## config.mk

```make
export PLATFORM = sky130hd
export DESIGN_NAME = alu_seq
export DESIGN_NICKNAME = d
export VERILOG_FILES = /design/src/rtl/alu_seq.sv
export SDC_FILE = /design/constraint.sdc
export NUM_CORES = 1
export LEC_CHECK = 0
export CAP_MARGIN = 20
export CORE_MARGIN = 2
export CORE_UTILIZATION = 30
export DETAILED_ROUTE_END_ITERATION = 8
export GPL_TIMING_DRIVEN = 1
export HOLD_SLACK_MARGIN = 0.15
export MAX_ROUTING_LAYER = met4
export PLACE_DENSITY = 0.48
export RECOVER_POWER = 25
export SYNTH_ARGS = -nofsm -noshare
export SYNTH_HDL_FRONTEND = slang
export SYNTH_SLANG_ARGS = --single-unit
```

## constraint.sdc

```tcl
create_clock -name clk -period 9.2 [get_ports clk]
set_input_delay 0.92 -clock clk [delete_from_list [all_inputs] [get_ports clk]]
set_output_delay 0.92 -clock clk [all_outputs]
set_load 0.05 [all_outputs]
```

## src/rtl/alu_seq.sv

```systemverilog
// -----------------------------------------------------------------------------
// alu_seq
//
// Multi-cycle ALU for the accumulator datapath. One operation is accepted per
// valid/ready handshake. Pass/add/sub/logic ops finish on the accept edge.
// SHL shifts one bit per cycle. MUL runs a shift-add multiply, one multiplier
// bit per cycle. The result and its flags are registered, and they change only
// on the edge that enters DONE.
//
// Parameters
//   WIDTH      operand/result width in bits (>= 2)
//   SHW        number of in_b LSBs used as the shift amount (derived)
//
// Ports
//   clk        system clock, rising edge
//   rst        asynchronous, active-high reset
//   in_valid   operation request
//   in_ready   high only in IDLE; a transfer is in_valid & in_ready on an edge
//   opcode     operation select (see OP_* below)
//   in_a       operand A (accumulator)
//   in_b       operand B (memory)
//   out_valid  one-cycle pulse in the cycle after result/flags update
//   result     registered result
//   is_zero    result == 0
//   carry      carry / borrow / last bit shifted out / multiply overflow
// -----------------------------------------------------------------------------
module alu_seq #(
  parameter  int WIDTH = 8,
  localparam int SHW   = $clog2(WIDTH)
) (
  input  logic             clk,
  input  logic             rst,
  input  logic             in_valid,
  output logic             in_ready,
  input  logic [2:0]       opcode,
  input  logic [WIDTH-1:0] in_a,
  input  logic [WIDTH-1:0] in_b,
  output logic             out_valid,
  output logic [WIDTH-1:0] result,
  output logic             is_zero,
  output logic             carry
);

  // The counter holds either a shift amount (< 2**SHW) or WIDTH for MUL.
  localparam int CW = $clog2(WIDTH + 1);

  localparam logic [1:0] S_IDLE  = 2'd0;
  localparam logic [1:0] S_SHIFT = 2'd1;
  localparam logic [1:0] S_MUL   = 2'd2;
  localparam logic [1:0] S_DONE  = 2'd3;

  localparam logic [2:0] OP_PASSA = 3'b000;
  localparam logic [2:0] OP_PASSB = 3'b001;
  localparam logic [2:0] OP_ADD   = 3'b010;
  localparam logic [2:0] OP_AND   = 3'b011;
  localparam logic [2:0] OP_XOR   = 3'b100;
  localparam logic [2:0] OP_SUB   = 3'b101;
  localparam logic [2:0] OP_SHL   = 3'b110;
  localparam logic [2:0] OP_MUL   = 3'b111;

  // Architectural state
  logic [1:0]         state_q,  state_d;
  logic [WIDTH-1:0]   result_q, result_d;
  logic               carry_q,  carry_d;

  // Working registers for the multi-cycle ops; never visible on the outputs
  logic [WIDTH-1:0]   work_q,   work_d;     // SHL operand being shifted
  logic [2*WIDTH-1:0] mcand_q,  mcand_d;    // MUL multiplicand, shifts left
  logic [WIDTH-1:0]   mplier_q, mplier_d;   // MUL multiplier, shifts right
  logic [2*WIDTH-1:0] acc_q,    acc_d;      // MUL partial product
  logic [CW-1:0]      count_q,  count_d;

  // Single-cycle arithmetic, one bit wider to expose carry/borrow
  logic [WIDTH:0]     sum_ext;
  logic [WIDTH:0]     diff_ext;
  logic [SHW-1:0]     shamt;
  logic [2*WIDTH-1:0] acc_step;
  logic               accept;

  assign sum_ext  = {1'b0, in_a} + {1'b0, in_b};
  // Top bit of the extended difference is the borrow: 1 iff A < B unsigned.
  assign diff_ext = {1'b0, in_a} - {1'b0, in_b};
  assign shamt    = in_b[SHW-1:0];
  assign acc_step = acc_q + (mplier_q[0] ? mcand_q : {(2*WIDTH){1'b0}});
  assign accept   = in_valid && (state_q == S_IDLE);

  // NOTE: every signal assigned here gets a default first, so no path leaves a
  // value unassigned and no latch is inferred.
  always_comb begin
    state_d  = state_q;
    result_d = result_q;
    carry_d  = carry_q;
    work_d   = work_q;
    mcand_d  = mcand_q;
    mplier_d = mplier_q;
    acc_d    = acc_q;
    count_d  = count_q;

    case (state_q)
      S_IDLE: begin
        if (accept) begin
          case (opcode)
            OP_PASSA: begin
              result_d = in_a;
              carry_d  = 1'b0;
              state_d  = S_DONE;
            end
            OP_PASSB: begin
              result_d = in_b;
              carry_d  = 1'b0;
              state_d  = S_DONE;
            end
            OP_ADD: begin
              result_d = sum_ext[WIDTH-1:0];
              carry_d  = sum_ext[WIDTH];
              state_d  = S_DONE;
            end
            OP_AND: begin
              result_d = in_a & in_b;
              carry_d  = 1'b0;
              state_d  = S_DONE;
            end
            OP_XOR: begin
              result_d = in_a ^ in_b;
              carry_d  = 1'b0;
              state_d  = S_DONE;
            end
            OP_SUB: begin
              result_d = diff_ext[WIDTH-1:0];
              carry_d  = diff_ext[WIDTH];
              state_d  = S_DONE;
            end
            OP_SHL: begin
              work_d  = in_a;
              count_d = CW'(shamt);
              if (shamt == '0) begin
                // Zero shift: nothing is shifted out, so carry is 0.
                result_d = in_a;
                carry_d  = 1'b0;
                state_d  = S_DONE;
              end else begin
                state_d = S_SHIFT;
              end
            end
            OP_MUL: begin
              acc_d    = '0;
              mcand_d  = {{WIDTH{1'b0}}, in_a};
              mplier_d = in_b;
              count_d  = CW'(WIDTH);
              state_d  = S_MUL;
            end
            default: state_d = S_IDLE;
          endcase
        end
      end

      S_SHIFT: begin
        work_d  = work_q << 1;
        count_d = count_q - CW'(1);
        // On the last step the bit leaving the MSB is the final carry.
        if (count_q == CW'(1)) begin
          result_d = work_q << 1;
          carry_d  = work_q[WIDTH-1];
          state_d  = S_DONE;
        end
      end

      S_MUL: begin
        acc_d    = acc_step;
        mcand_d  = mcand_q << 1;
        mplier_d = mplier_q >> 1;
        count_d  = count_q - CW'(1);
        // Last multiplier bit: the product is complete in acc_step.
        if (count_q == CW'(1)) begin
          result_d = acc_step[WIDTH-1:0];
          carry_d  = |acc_step[2*WIDTH-1:WIDTH];
          state_d  = S_DONE;
        end
      end

      S_DONE: begin
        state_d = S_IDLE;
      end

      default: begin
        state_d = S_IDLE;
      end
    endcase
  end

  // NOTE: state is updated with non-blocking assignments only, so every flop
  // samples the pre-edge value of the others regardless of statement order.
  // NOTE: the working registers are reset along with the architectural state;
  // it costs little here and keeps them from carrying X into later cycles.
  always_ff @(posedge clk or posedge rst) begin
    if (rst) begin
      state_q  <= S_IDLE;
      result_q <= '0;
      carry_q  <= 1'b0;
      work_q   <= '0;
      mcand_q  <= '0;
      mplier_q <= '0;
      acc_q    <= '0;
      count_q  <= '0;
    end else begin
      state_q  <= state_d;
      result_q <= result_d;
      carry_q  <= carry_d;
      work_q   <= work_d;
      mcand_q  <= mcand_d;
      mplier_q <= mplier_d;
      acc_q    <= acc_d;
      count_q  <= count_d;
    end
  end

  assign in_ready  = (state_q == S_IDLE);
  assign out_valid = (state_q == S_DONE);
  assign result    = result_q;
  assign carry     = carry_q;
  // Derived from the result register, so it can never disagree with result.
  assign is_zero   = (result_q == '0);

endmodule

```

==> results.yml <==
run_status:
  status: "finished, violations left"
  failed_checks: "capacitance limit, slew limit"
place:
  post-dp-hpwl_mm: 10.5
  place_congestion: 0.816
  numPortBuffers: 33
  dp_slack_ns: 5.25
die:
  die_area_mm2: 0.0177
  dieWidth_um: 133
  core_area_mm2: 0.0165
  start_util_pct: 30.4
  fp.dieH_um: 133
  io_pins: 34
  rows: 47
yosys:
  synth_ff_type: "dfrtp_1"
  synth_warnings: 0
  yosysSeqAreaShare_pct: 31.5
  async_flop_share_pct: 100
  synth.avg_cell_area_um2: 8.11
  synth.top_cells.by_count: "94 x nand2_1, 63 x dfrtp_1, 59 x o21ai_0"
  syn-cell-area_mm2: 0.00500
  syn_nets: 680
  ys_ff_latch: 63
  syn_inst: 617
  ys_types: 64
  synth_top_cell_by_area: "dfrtp_1"
  synth_enable_flop_cells: 0
  synthMostInstantiatedCell: "nand2_1"
  synth_area_leaders: "dfrtp_1 32%, ha_1 9.5%, nand2_1 7.1%, o21ai_0 5.9%, a21oi_1 4.7%"
  yosysTopAreaCellShare_pct: 31.5
clock_tree:
  cts_tree: "built"
  ctsRootBufferMaster: "clkbuf_16"
  h-tree-depth: 3
  cts_buffer_depth: 2
  clk_latency_ns: 0.33
  cts_hold_buf: 0
  clock_sinks: 63
  cts_resized: 0
  postCtsSetupBuffers: 0
  clk_pin_slew_ns: 0.05
  cts_inserted_buffers: 9
grt:
  grtUsageTotal_pct: 16.8
  globalRouteMet2Util_pct: 26.1
  grtUsageMet3_pct: 1.56
  grtUsageMet1_pct: 22.4
  antenna_found_initial: 0
  grt_first_pass_wirelength_mm: 23.0
  grt_max_degree: 74
  gr-total-overflow: 0
  grt_pass1_vias: 4362
  grt.busiest_layer: "met2"
critical_path:
  crit_type: "primary input to asynchronous set/reset pin"
  cp.arrival_ns: 4.04
  slowest_stage: "clkbuf_1"
  required_ns: 8.84
  path_cells: "dlygate4sd3_1 -> clkinv_1 -> clkbuf_1"
  critical-path-max-stage-delay_ns: 2.45
  start_kind: "primary input"
  critPathCaptureType: "asynchronous set/reset pin"
  worstPathMaxFanout: 63
layout:
  nNetsFinal: 694
  multi_input_area_mm2: 0.00318
  fillCellCount: 1736
  drive_gt1_share_pct: 5.03
  fin_util_pct: 35.4
  area_growth_pct: 16.6
  diodes: 0
  seq_area_mm2: 0.00158
drt:
  routed_wl_mm: 14.1
  viasPerCell: 5.24
  wire_per_inst_um: 16.4
  ant_nets: 0
  vias: 4488
  firstDrtPassIters: 5
  drt-initial-drc-count: 259
  drc_errors: 0
timing:
  relSlewSlack_pct: -134
  setup_tns_ns: 0
  period_needed_ns: 4.40
  worst_slack_ns: 4.80
  worst_pin_slew_ns: 3.52
  finalSetupViolCount: 0
  drv_slew: 64
  clock.fmax_ghz: 0.227
  rsz0062_at_grt: "false"
  clock_skew_ns: 0.00410
  timing.hold.ws_ns: 0.485
  fin_crit_sh_pct: 47.8
  finalHoldViolCount: 0
power_and_ir_drop:
  ir_drop_v: 0.000140
  p_per_area_mw_per_mm2: 288
  p_total_mw: 1.68
  p_leak_nw: 2.59
run:
  drv_cap: 1
min_path:
  holdCritPathClass: "flip-flop to flip-flop"
-- power by group --
part	internal, mW	switching [mW]	leakage, nW
Sequential	0.381	0.0753	0.822
Combinational	0.298	0.561	1.61
Clock	0.237	0.129	0.152
-- through the flow --
step,instances,instance area [µm²]
after floorplan,617,5000
after global placement,840,5510
after detailed placement,840,5510
after CTS,856,5840
after global routing,856,5830
final,856,5830
-- per-layer routing --
| layer | part of all wire [%] | vias up |
|---|---|---|
| met5 | 0 | - |
| met4 | 2.9 | 0 |
| met3 | 2.7 | 22 |
| met2 | 45 | 85 |
| met1 | 49 | 2138 |
| li1 | - | 2243 |
-- cells in the final DEF, fill, tap and decap left out, types with 5 or more instances in the layout --
| cell | netlist | routed |
|---|---|---|
| inv_1 | 35 | 34 |
| a21boi_0 | 7 | 7 |
| or3_1 | 6 | 6 |
| nand2_1 | 94 | 94 |
| nor3_1 | 15 | 15 |
| a21o_1 | 8 | 8 |
| o31ai_1 | 7 | 7 |
| a31oi_1 | 8 | 8 |
| a211oi_1 | 10 | 10 |
| and2_1 | 16 | 16 |
| nor2_1 | 34 | 34 |
| o21a_1 | 7 | 7 |
| mux2i_1 | 21 | 21 |
| dfrtp_1 | 63 | 63 |
| nand3_1 | 10 | 10 |
| clkbuf_16 | 0 | 9 |
| ha_1 | 38 | 37 |
| xnor2_1 | 9 | 9 |
| xor2_1 | 6 | 6 |
| clkdlybuf4s50_1 | 0 | 32 |
| o211ai_1 | 5 | 5 |
| and3_1 | 5 | 5 |
| o21ai_1 | 7 | 7 |
| o21ai_0 | 59 | 59 |
| a21oi_1 | 47 | 46 |
-- critical path: cells and delay by family --
| family | cells | cell delay (ns) |
|---|---|---|
| buffers and inverters | 3 | 3.05 |
-- final timing paths --
| check | endpoint | cells past startpoint | slack [ns] | startpoint |
|---|---|---|---|---|
| max in group clk | carry | 11 | 5.47 | mplier_q[0] |
| max | mplier_q[4] | 3 | 4.80 | rst |
| max reg2reg | carry | 11 | 5.47 | mplier_q[0] |
| min in group asynchronous | acc_q[5] | 3 | 2.39 | rst |
| min | acc_q[7] | 2 | 0.49 | acc_q[7] |
| min reg2reg | acc_q[7] | 2 | 0.49 | acc_q[7] |
-- final cells by class --
type | instances | share of cell area [%]
inverter | 36 | 2.32
sequential | 63 | 27.0
timing repair buffer | 35 | 5.86
tap | 220 | 4.72
clock buffer | 9 | 3.86
clock inverter | 7 | 1.67
multi-input combinational | 486 | 54.5
-- state kept, by name (all words and copies together) (netlist names) --
name,count
count_q,4
state_q,2
acc_q,16
work_q,8
mplier_q,8
carry,1
mcand_q,16
result,8
-- cell families after synthesis --
group | count (synthesis) | synth area share [%]
adders and majority gates | 41 | 10.7
AOI/OAI and AO/OA | 210 | 27.5
buffers and inverters | 68 | 5.18
muxes | 23 | 4.65
xor gates and xnor gates | 15 | 2.63
and+or+nand+nor | 197 | 17.8
DFF | 63 | 31.5
No activity file was read; power rests on OpenSTA's default activity.
